## src/rtl/gray2bin_pipe.sv

```systemverilog
// Pipelined Gray-to-binary decoder with valid/ready flow control and a check that
// consecutive accepted Gray samples differ in at most one bit.
module gray2bin_pipe #(
    parameter int unsigned WIDTH  = 8,
    parameter int unsigned STAGES = 2
) (
    input  logic             sys_clk,
    input  logic             sys_rst_n,
    input  logic             in_valid,
    output logic             in_ready,
    input  logic [WIDTH-1:0] gray_in,
    output logic             out_valid,
    input  logic             out_ready,
    output logic [WIDTH-1:0] bin_out,
    output logic             step_err
);

    // Bits decoded per stage, MSB-first; trailing stages may decode nothing.
    localparam int CHUNK = int'((WIDTH + STAGES - 1) / STAGES);
    localparam logic [WIDTH-1:0] ONE = WIDTH'(1);

    // Resolve bits hi..lo of a word whose bits above hi are already binary.
    function automatic logic [WIDTH-1:0] decode_slice(input logic [WIDTH-1:0] word,
                                                      input int hi, input int lo);
        logic [WIDTH-1:0] res;
        res = word;
        for (int i = int'(WIDTH) - 2; i >= 0; i--) begin
            if (i <= hi && i >= lo) res[i] = res[i+1] ^ res[i];
        end
        return res;
    endfunction

    logic [STAGES-1:0]            valid_q;
    logic [STAGES-1:0]            err_q;
    logic [STAGES-1:0][WIDTH-1:0] data_q;
    logic [STAGES-1:0]            en;
    logic [STAGES-1:0]            valid_in;
    logic [STAGES-1:0]            err_in;
    logic [STAGES-1:0][WIDTH-1:0] stage_in;
    logic [WIDTH-1:0]             prev_q;
    logic                         prev_vld_q;
    logic [WIDTH-1:0]             diff;
    logic                         in_err;
    logic                         in_fire;

    // A stage loads when it is empty or its content moves on in the same cycle.
    always_comb begin
        en = '0;
        en[STAGES-1] = ~valid_q[STAGES-1] | out_ready;
        for (int k = int'(STAGES) - 2; k >= 0; k--) begin
            en[k] = ~valid_q[k] | en[k+1];
        end
    end

    always_comb begin
        diff     = gray_in ^ prev_q;
        // More than one bit set <=> clearing the lowest set bit leaves something.
        in_err   = prev_vld_q & (|(diff & (diff - ONE)));
        in_ready = sys_rst_n & en[0];
        in_fire  = in_valid & in_ready;
    end

    always_comb begin
        stage_in    = '0;
        valid_in    = '0;
        err_in      = '0;
        stage_in[0] = decode_slice(gray_in, int'(WIDTH) - 1, int'(WIDTH) - CHUNK);
        valid_in[0] = in_valid;
        err_in[0]   = in_err;
        for (int k = 1; k < int'(STAGES); k++) begin
            stage_in[k] = decode_slice(data_q[k-1], int'(WIDTH) - 1 - k * CHUNK,
                                       int'(WIDTH) - (k + 1) * CHUNK);
            valid_in[k] = valid_q[k-1];
            err_in[k]   = err_q[k-1];
        end
    end

    always_ff @(posedge sys_clk) begin
        if (!sys_rst_n) begin
            valid_q    <= '0;
            err_q      <= '0;
            data_q     <= '0;
            prev_q     <= '0;
            prev_vld_q <= 1'b0;
        end else begin
            for (int k = 0; k < int'(STAGES); k++) begin
                if (en[k]) begin
                    valid_q[k] <= valid_in[k];
                    // Bubbles leave payload untouched so bin_out stays quiet when idle.
                    if (valid_in[k]) begin
                        data_q[k] <= stage_in[k];
                        err_q[k]  <= err_in[k];
                    end
                end
            end
            if (in_fire) begin
                prev_q     <= gray_in;
                prev_vld_q <= 1'b1;
            end
        end
    end

    assign out_valid = valid_q[STAGES-1];
    assign bin_out   = data_q[STAGES-1];
    assign step_err  = err_q[STAGES-1];

endmodule

```

## config.mk

```make
export PLATFORM = sky130hd
export DESIGN_NAME = gray2bin_pipe
export DESIGN_NICKNAME = d
export VERILOG_FILES = /design/src/rtl/gray2bin_pipe.sv
export SDC_FILE = /design/constraint.sdc
export NUM_CORES = 1
export LEC_CHECK = 0
export CORE_AREA = 4 4 54 56
export DETAILED_ROUTE_END_ITERATION = 8
export DIE_AREA = 0 0 58 60
export GPL_TIMING_DRIVEN = 0
export HOLD_SLACK_MARGIN = 0.08
export PLACE_DENSITY = 0.81
export SLEW_MARGIN = 15
export SYNTH_ARGS = -nofsm -noshare
export SYNTH_HDL_FRONTEND = slang
export SYNTH_SLANG_ARGS = --single-unit
```

## constraint.sdc

```tcl
create_clock -name sys_clk -period 2.15 [get_ports sys_clk]
set_input_delay 0.215 -clock sys_clk [delete_from_list [all_inputs] [get_ports sys_clk]]
set_output_delay 0.215 -clock sys_clk [all_outputs]
set_load 0.02 [all_outputs]
```

# After elaboration in Yosys (flattened, before gate mapping)
# Cells that the tools add are included.
# word_totals
ff_bits	29
inputBits	12
output_inout_bits	11
elab_cells	28
# classes
n_addsub	1
bitwise_logic	16
n_reduce_logical	3
# op_table
cell	n
AND 8 bit	1
OR reduction 8 bit	1
subtractor 8 x 1 -> 8 bit, second input constant	1
XOR 8 bit	1
XOR 1 bit	7
AND reduction 2 bit	2
AND 1 bit	3
inverter 1 bit	2
OR 1 bit	2

# Logic depth before layout (Yosys ltp)
# Gate-level depths: netlist (run 1).
# depth
ltp_word	5
ltp_mapped	7
depth_no_buf	5

# Least setup slack after synthesis (run 1)
# No wires, ideal clock.
# synth_path
path_type	flip-flop to flip-flop
start	register valid_q[1]
end	register data_q[2] (netlist name)
setup_time_ps	134
t_arrival_ps	1315
t_required_ps	2016
setup_slack_ps	702
stages_incl_launch_ff	8
path_buffers	2
synth_period_minus_slack_ps	1448
path_cell_list	dfxtp_1 > nand2b_4 > or2_4 > and2_1 > clkbuf_2 > buf_6 > nand2_1 > a21oi_1
# synth_between
elab_chain_len	4
# synth_rtl
item	line_no	source
start: declaration	33	logic [STAGES-1:0] valid_q;
start signal: indexed assignment	88	valid_q[k] <= valid_in[k];
inverter 1 bit	49	en[STAGES-1] = ~valid_q[STAGES-1] | out_ready;
OR 1 bit	49	
OR 1 bit	51	en[k] = ~valid_q[k] | en[k+1];
AND reduction 2 bit (no source line)	--	
end signal: indexed assignment	91	data_q[k] <= stage_in[k];
end: declaration	35	logic [STAGES-1:0][WIDTH-1:0] data_q;
# Every way passes these cells.
# A chain may end at the register's enable or synchronous reset.

# Final worst setup path (run 1)
# layout_path
start	register valid_q[1]
end	output in_ready
# layout_between
elab_chain_len	4
# layout_rtl
item	line_no	source
inverter 1 bit	49	
OR 1 bit	49	
OR 1 bit	51	
AND 1 bit	59	in_ready = sys_rst_n & en[0];
end: declaration	10	output logic in_ready,
# Every way passes these cells.

==> run metrics, run 1 <==
critical path startpoint category=register; hold depth=2; layout cells sized above 1=0.120; Crit. Startpoint=valid_q[1]$_SDFFE_PN0P_; CTS clk-pin slew, worst paths=0.09 ns; Avg Vias per Cell=5.15; FF-to-FF Start=valid_q[1]$_SDFFE_PN0P_; antenna viol nets, final=0; P_leak=0.639 nW; hpwl dp=1.94 mm; Routed WL per cell=12.2 µm; DRT Pass-1 Iters=4; Synth Area in XOR/XNOR=0.115; Yosys top cell area share=0.456; H-tree depth=2; post-synthesis mux area share=0; total CTS buffers=5; Routed WL=2.61 mm; Slew headroom=0.654; cts hold-fix bufs=0; PnR worst setup slack=0.237 ns; max incr delay on CP=0.53 ns; mapped cell area=1270 µm²; Worst Max-Slew Pin Slew=0.518 ns; Crit. End Element=output port; crit path DAT=1.70 ns; CTS tree=yes; setup TNS=0 ns; Critical Setup Path Class=reg -> out; vias in the first global route=1012; Top delay family on crit path=buffers and inverters; Slowest-stage cell, CP=clkdlybuf4s50_1; cell chain of the critical path=nand2b_4 > or2_4 > and2_1 > clkdlybuf4s50_1; postcts setup bufs=0; first-pass GRT wire length=4.32 mm; largest net degree at the start of global routing=11; CP required=1.93 ns; Seq/Total Area, Yosys=0.456; clk sinks=29; diode count=0; Setup Skew=0.00659 ns; max-capacitance violation count=0; Avg Cell Area, Syn=8.27 µm²; Worst R2R Setup Slack=0.69 ns; Yosys cell types=22; Worst Reg2Reg Path Length in Cells=7; # setup viols final=0; synthesized net count=166; Placer Congestion=0.866; pre-CTS setup slack=0.245 ns; top_reg_cell synth=dfxtp_1; critical path depth in cells=4; HP Class=reg -> reg; WHS=0.456 ns; status=completed; VDD IR max=0.606 mV; DP Area=1530 µm²; final hold violations=0; Layout area overhead=25.7%; initial antenna violation count=0; number of synthesized register bits=29; Post-synth top cells=41 x nand2_1, 29 x dfxtp_1, 23 x a21oi_1, 10 x xor2_1; pwr dens=736 nW/µm²; Peak Freq=523 MHz; max-slew violation count=0; Compound-Gate Fraction of Synth Area=0.137; DR vias=1102; total of warnings raised by yosys=0; num ports=23; minimum clock period after layout=1.91 ns; top area cells in the synthesized netlist=dfxtp_1 46%, nand2_1 12%, a21oi_1 9.0%; Overall Global Routing Usage=0.167; Post-Synth Simple-Gate Area=0.206; EDFF count, synth=0; num rows=18; adder-cell share of the synthesized area=0; Core Area=2430 µm²; maximum clock insertion buffer count=2; worst skew pair latency=0.32 ns; Tcrit/Tclk final=0.890; initial DRC count=25; DIE WIDTH=58 µm; Mapped Cells=154; Post-CTS Resized=0; count leader, synth=nand2_1; Finished Cell Area=1600 µm²; Yosys top cell by area=dfxtp_1; Max FO, Critical Path=4; Buffers on Ports=22; Initial Utilization=0.524; main combinational cell family by area after synthesis=simple AND/OR/NAND/NOR gates; RSZ-0062 raised after global routing=no; Synth async-reset ratio=0; CTS root buffer=clkbuf_4; die area=3480 µm²; Congestion Overflow GR=0; nets=195; WP buf/inv=1; number of remaining DRC errors=0; Die Span Y=60 µm; hold path startpoint=bin_out[0]$_SDFFE_PN0P_
==> kinds of logic (layout without fill, tap and decap cells) <==
family / count (synthesis) / after routing
AOI/OAI and AO/OA: 31 / 31
and+or+nand+nor: 61 / 61
xor gates and xnor gates: 15 / 15
buffers and inverters: 18 / 48
DFF: 29 / 29
==> sequential cells by signal, summed over array words and instances, names as in the netlist <==
name and count:
bin_out 8, prev_q 8, data_q 8, valid_q 2, prev_vld_q 1, err_q 2
==> layer usage <==
layer | vias to the layer above | share of wire | wire (µm) | track usage
met5 | - | 0 | 0 | 0
met4 | 0 | 0.024 | 62 | 0.0762
met3 | 11 | 0.073 | 189 | 0.0583
met2 | 44 | 0.51 | 1320 | 0.313
met1 | 491 | 0.40 | 1030 | 0.163
li1 | 556 | - | - | -
==> placed cells by master, fill, tap and decap left out, types with 2 or more instances in the layout <==
cell / instances
nand2_1: 41
dfxtp_1: 29
a21oi_1: 23
clkdlybuf4s50_1: 22
xor2_1: 10
buf_4: 9
nor2_1: 9
clkbuf_4: 5
clkbuf_1: 4
xnor2_1: 4
a211oi_1: 4
inv_1: 3
and2_1: 3
nand4_1: 3
nor3_1: 2
o21ai_0: 2
clkbuf_8: 2
==> final cells by class <==
cell class                 count  area [µm²]
clock inverter                 1        5.00
buffer                        15        98.8
sequential                    29         581
tap                           30        37.5
fill                         219         831
multi-input combinational    107         583
timing repair buffer          22         220
clock buffer                   7        65.1
inverter                       3        11.3
==> final timing paths <==
kind,endpoint
max,in_ready
min,bin_out[0]$_SDFFE_PN0P_
max reg2reg,data_q[3]$_SDFFE_PN0P_
min reg2reg,bin_out[0]$_SDFFE_PN0P_
==> tightest hold or removal path: cells and delay by family (launching register included) <==
kind / cells / cell delay (ns)
DFF: 1 / 0.32
and+or+nand+nor: 1 / 0.05
AOI/OAI and AO/OA: 1 / 0.05
==> power breakdown <==
group	leakage [nW]	switching [W]	total (W)	internal, W
sequential	0.239	0.0000214	0.000591	0.000570
combinational	0.359	0.000108	0.000210	0.000102
clock	0.0413	0.000189	0.000378	0.000189
total	0.639	0.000318	0.00118	0.000861
==> through the flow <==
| stage | total power, W | instances | utilization |
|---|---|---|---|
| after floorplan | 0.000737 | 154 | - |
| after global routing | 0.00124 | 214 | 0.658 |
| after CTS | 0.00119 | 214 | 0.658 |
| final | 0.00118 | 214 | 0.658 |
| after global placement | 0.000803 | 206 | 0.630 |
| after detailed placement | 0.000813 | 206 | 0.630 |
(Power assumes the default switching activity.)
==> run 2: changes to the inputs <==
- CORE_AREA: 4 4 54 56 -> 5 5 55 57
- CTS_CLUSTER_SIZE: default -> 8
- DIE_AREA: 0 0 58 60 -> 0 0 60 62
==> run 2 against run 1 <==
Compared with the run above: fmax decreased by 1.0%; register-to-register slack about the same; die area increased by 6.9%; clock-buffer cell count unchanged; total power decreased by 0.56%; design area unchanged; clock skew decreased by 0.00075 ns; critical path type unchanged; largest cell class unchanged.
==> run metrics, run 2 (synthesis gave the netlist of run 1 again) <==
status=completed (unchanged); max-slew violation count=0 (unchanged); Buffers on Ports=22 (unchanged); initial DRC count=20 (was 25); FF-to-FF Start=valid_q[1]$_SDFFE_PN0P_ (unchanged); Top delay family on crit path=buffers and inverters (unchanged); Avg Vias per Cell=4.97 (was 5.15); diode count=0 (unchanged); # setup viols final=0 (unchanged); Worst Max-Slew Pin Slew=0.504 ns (was 0.518 ns); reg2reg end=prev_q[2]$_SDFFE_PN0P_ (was data_q[3]$_SDFFE_PN0P_); Max FO, Critical Path=4 (unchanged); Congestion Overflow GR=0 (unchanged); initial antenna violation count=0 (unchanged); Critical Setup Path Class=reg -> out (unchanged); Layout area overhead=25.7% (unchanged); Final Util=0.658 (unchanged); hpwl dp=1.86 mm (was 1.94 mm); die area=3720 µm² (was 3480 µm²); minimum clock period after layout=1.93 ns (was 1.91 ns); vias in the first global route=988 (was 1012); total CTS buffers=5 (unchanged); DRT Pass-1 Iters=4 (unchanged); Worst Reg2Reg Path Length in Cells=7 (unchanged); Worst R2R Setup Slack=0.69 ns (about the same); Overall Global Routing Usage=0.155 (was 0.167); Routed WL per cell=11.6 µm (was 12.2 µm); Placer Congestion=0.861 (was 0.866); PnR worst setup slack=0.217 ns (was 0.237 ns); most frequent cells in the layout=41 x nand2_1, 29 x dfxtp_1, 23 x a21oi_1, 22 x clkdlybuf4s50_1, 10 x xor2_1 (unchanged); P_leak=0.639 nW (unchanged); pwr dens=732 nW/µm² (was 736 nW/µm²); hold path startpoint=bin_out[2]$_SDFFE_PN0P_ (was bin_out[0]$_SDFFE_PN0P_); CTS root buffer=clkbuf_4 (unchanged); nets=195 (unchanged); VDD IR max=0.545 mV (was 0.606 mV); clk sinks=29 (unchanged); HP Class=reg -> reg (unchanged); cell chain of the critical path=nand2b_4 > or2_4 > and2_1 > clkdlybuf4s50_1 (unchanged); most common cell after layout, fill and taps aside=nand2_1 (unchanged); Slew headroom=0.664 (was 0.654); WP buf/inv=1 (unchanged); layout cells sized above 1=0.120 (unchanged); worst skew pair latency=0.33 ns (was 0.32 ns); H-tree depth=2 (unchanged); Slowest-stage cell, CP=clkdlybuf4s50_1 (unchanged); Core Area=2430 µm² (unchanged); setup TNS=0 ns (unchanged); Peak Freq=517 MHz (was 523 MHz); Die Span Y=62 µm (was 60 µm); postcts setup bufs=0 (unchanged); first-pass GRT wire length=4.22 mm (was 4.32 mm); largest net degree at the start of global routing=11 (unchanged); Crit. End Element=output port (unchanged); cts hold-fix bufs=0 (unchanged); critical path depth in cells=4 (unchanged); Post-CTS Resized=0 (unchanged); final hold violations=0 (unchanged); Final Power=0.00117 W (was 0.00118 W); DP Area=1530 µm² (unchanged); pre-CTS setup slack=0.234 ns (was 0.245 ns); Tcrit/Tclk final=0.899 (was 0.890); CTS clk-pin slew, worst paths=0.09 ns (about the same); RSZ-0062 raised after global routing=no (unchanged); CTS tree=yes (unchanged); DR vias=1064 (was 1102); Hold Path End=bin_out[2]$_SDFFE_PN0P_ (was bin_out[0]$_SDFFE_PN0P_); num ports=23 (unchanged); max-capacitance violation count=0 (unchanged); num rows=18 (unchanged); Finished Cell Area=1600 µm² (unchanged); antenna viol nets, final=0 (unchanged); DIE WIDTH=60 µm (was 58 µm); critical path startpoint category=register (unchanged); number of remaining DRC errors=0 (unchanged); Setup Skew=0.00584 ns (was 0.00659 ns); crit path DAT=1.72 ns (was 1.70 ns); max incr delay on CP=0.53 ns (about the same); Routed WL=2.48 mm (was 2.61 mm); maximum clock insertion buffer count=2 (unchanged); CP required=1.93 ns (about the same); Initial Utilization=0.524 (unchanged); hold depth=2 (unchanged)
run 2: worst max path at each step:
stage | from | endpoint | slack [ns]
finish | valid_q[1]$_SDFFE_PN0P_ | in_ready | 0.22
global placement | out_ready | in_ready | 0.26
CTS | valid_q[1]$_SDFFE_PN0P_ | in_ready | 0.20
global route | valid_q[1]$_SDFFE_PN0P_ | in_ready | 0.16
floorplan | valid_q[1]$_SDFFE_PN0P_ | data_q[2]$_SDFFE_PN0P_ | 0.70
detailed placement | out_ready | in_ready | 0.23
run 2: metrics by stage:
step | hold WS [ns] | cells
after floorplan | 0.344 | 154
after global placement | 0.444 | 206
after detailed placement | 0.448 | 206
after CTS | 0.458 | 214
after global routing | 0.485 | 214
final | 0.458 | 214
run 2: final cells by class:
type	instances	area, µm²
tap	30	37.5
clock inverter	1	5.00
sequential	29	581
fill	224	831
multi-input combinational	107	583
buffer	15	98.8
inverter	3	11.3
timing repair buffer	22	220
clock buffer	7	65.1
run 2: power breakdown:
group / internal (W) / switching [W] / leakage (nW)
combinational: 0.000102 / 0.000106 / 0.359
sequential: 0.000570 / 0.0000205 / 0.239
clock: 0.000189 / 0.000185 / 0.0413
total: 0.000861 / 0.000312 / 0.639
run 2: tightest hold or removal path: stages (launching register included):
cell     delay, ns
dfxtp_1       0.32
nand2_1       0.05
a21oi_1       0.05
run 2: layer usage:
metal  GRT usage  vias up  wire length, µm
li1            -      551                -
met1       0.170      472             1050
met2       0.272       34             1230
met3      0.0558        7              157
met4      0.0665        0               48
met5           0        -                0
==> run 3: changes to the inputs <==
- PLACE_DENSITY: 0.81 -> 0.79
- TNS_END_PERCENT: default -> 30
==> run 3 against run 2 <==
Compared with the run above: hold slack better by 0.0037 ns; critical path type unchanged; via count fell by 2.1%; first-iteration DRC count is 10% higher; sequential share of layout area fell by 0.72 points; highest routed layer unchanged; die area stayed put; core utilization rose by 1.3 points; total power is 15% higher; largest power group unchanged.
==> run metrics, run 3 (synthesis gave the netlist of run 1 again) <==
most frequent cells in the layout=41 x nand2_1, 29 x dfxtp_1, 23 x a21oi_1, 22 x clkdlybuf4s50_1, 10 x xor2_1 (unchanged); CTS tree=yes (unchanged); die area=3720 µm² (unchanged); final hold violations=0 (unchanged); Top delay family on crit path=buffers and inverters (unchanged); H-tree depth=2 (unchanged); postcts setup bufs=0 (unchanged); maximum clock insertion buffer count=2 (unchanged); Setup Skew=0.00815 ns (was 0.00584 ns); cell chain of the critical path=nand2b_4 > or2_4 > and2_1 > clkdlybuf4s50_1 (unchanged); DIE WIDTH=60 µm (unchanged); CP required=1.93 ns (about the same); Core Area=2430 µm² (unchanged); Final Util=0.672 (was 0.658); hpwl dp=1.89 mm (was 1.86 mm); fill cell count=215 (was 224); largest net degree at the start of global routing=11 (unchanged); CTS clk-pin slew, worst paths=0.10 ns (was 0.09 ns); P_leak=0.653 nW (was 0.639 nW); minimum clock period after layout=1.91 ns (was 1.93 ns); clk sinks=29 (unchanged); # setup viols final=0 (unchanged); Initial Utilization=0.524 (unchanged); crit path DAT=1.70 ns (was 1.72 ns); Slew headroom=0.655 (was 0.664); HP Class=reg -> reg (unchanged); max-slew violation count=0 (unchanged); num rows=18 (unchanged); num ports=23 (unchanged); initial antenna violation count=0 (unchanged); layout cells sized above 1=0.120 (unchanged); Placer Congestion=0.796 (was 0.861); Buffers on Ports=22 (unchanged); PnR worst setup slack=0.239 ns (was 0.217 ns); setup TNS=0 ns (unchanged); pwr dens=827 nW/µm² (was 732 nW/µm²); WP buf/inv=1 (unchanged); critical path startpoint category=register (unchanged); total CTS buffers=5 (unchanged); Avg Vias per Cell=4.87 (was 4.97); Congestion Overflow GR=0 (unchanged); metal2 WL=1.24 mm (was 1.23 mm); Crit. End Element=output port (unchanged); DR vias=1042 (was 1064); worst skew pair latency=0.32 ns (was 0.33 ns); Critical Setup Path Class=reg -> out (unchanged); DRT Pass-1 Iters=4 (unchanged); Layout area overhead=28.3% (was 25.7%); Routed WL per cell=11.7 µm (was 11.6 µm); met1 wire length=1.07 mm (was 1.05 mm); Peak Freq=523 MHz (was 517 MHz); wire length on met3=161 µm (was 157 µm); cts hold-fix bufs=0 (unchanged); diode count=0 (unchanged); Slowest-stage cell, CP=clkdlybuf4s50_1 (unchanged); max incr delay on CP=0.53 ns (about the same); Post-CTS Resized=0 (unchanged); nets=195 (unchanged); Die Span Y=62 µm (unchanged); antenna viol nets, final=0 (unchanged); most common cell after layout, fill and taps aside=nand2_1 (unchanged); pre-CTS setup slack=0.244 ns (was 0.234 ns); Overall Global Routing Usage=0.154 (was 0.155); status=completed (unchanged); initial DRC count=22 (was 20); max-capacitance violation count=0 (unchanged); Max FO, Critical Path=4 (unchanged); VDD IR max=0.737 mV (was 0.545 mV); first-pass GRT wire length=4.25 mm (was 4.22 mm); Routed WL=2.50 mm (was 2.48 mm); Worst Max-Slew Pin Slew=0.518 ns (was 0.504 ns); Tcrit/Tclk final=0.889 (was 0.899); number of remaining DRC errors=0 (unchanged); RSZ-0062 raised after global routing=no (unchanged); Max Used Layer=met4 (unchanged); vias in the first global route=1046 (was 988); CTS root buffer=clkbuf_4 (unchanged)
run 3: per-stage QoR:
step | instances | hold slack (ns) | cell area [µm²] | power [W]
floorplan | 154 | 0.344 | 1270 | 0.000737
global placement | 206 | 0.444 | 1530 | 0.000804
detailed placement | 206 | 0.451 | 1530 | 0.000810
CTS | 214 | 0.464 | 1630 | 0.00136
global route | 214 | 0.487 | 1630 | 0.00141
finish | 214 | 0.461 | 1630 | 0.00135
run 3: report_power, final:
part           switching, W  internal, W  leakage, nW  total, W
clock              0.000194     0.000360       0.0552  0.000553
combinational      0.000104     0.000102        0.359  0.000207
sequential        0.0000209     0.000570        0.239  0.000591
run 3: metal layers:
metal,track usage,up-vias
met2,0.285,23
li1,-,555
met3,0.0599,2
met4,0.0411,0
met5,0,-
met1,0.163,462
run 3: path summary, 6_finish.rpt:
kind                                         startpoint                       to  slack [ns]  cells after the start
worst max-delay path            valid_q[1]$_SDFFE_PN0P_                 in_ready        0.24                      4
worst min-delay path            bin_out[7]$_SDFFE_PN0P_  bin_out[7]$_SDFFE_PN0P_        0.46                      2
worst max register to register  valid_q[1]$_SDFFE_PN0P_   prev_q[3]$_SDFFE_PN0P_        0.69                      7
worst min register to register  bin_out[7]$_SDFFE_PN0P_  bin_out[7]$_SDFFE_PN0P_        0.46                      2
run 3: layout make-up:
class                      count  area, µm²  share of cell area
sequential                    29        581               0.355
buffer                        15       98.8              0.0605
inverter                       3       11.3             0.00689
multi-input combinational    107        583               0.357
clock inverter                 3       65.1              0.0398
clock buffer                   5       37.5              0.0230
timing repair buffer          22        220               0.135
tap                           30       37.5              0.0230
run 3: worst register-to-register path, cell delays in order (launching register included):
cell	delay, ns
dfxtp_1	0.38
nand2b_4	0.07
or2_4	0.24
and2_1	0.16
clkbuf_2	0.15
buf_6	0.16
nand2_1	0.10
a21oi_1	0.07
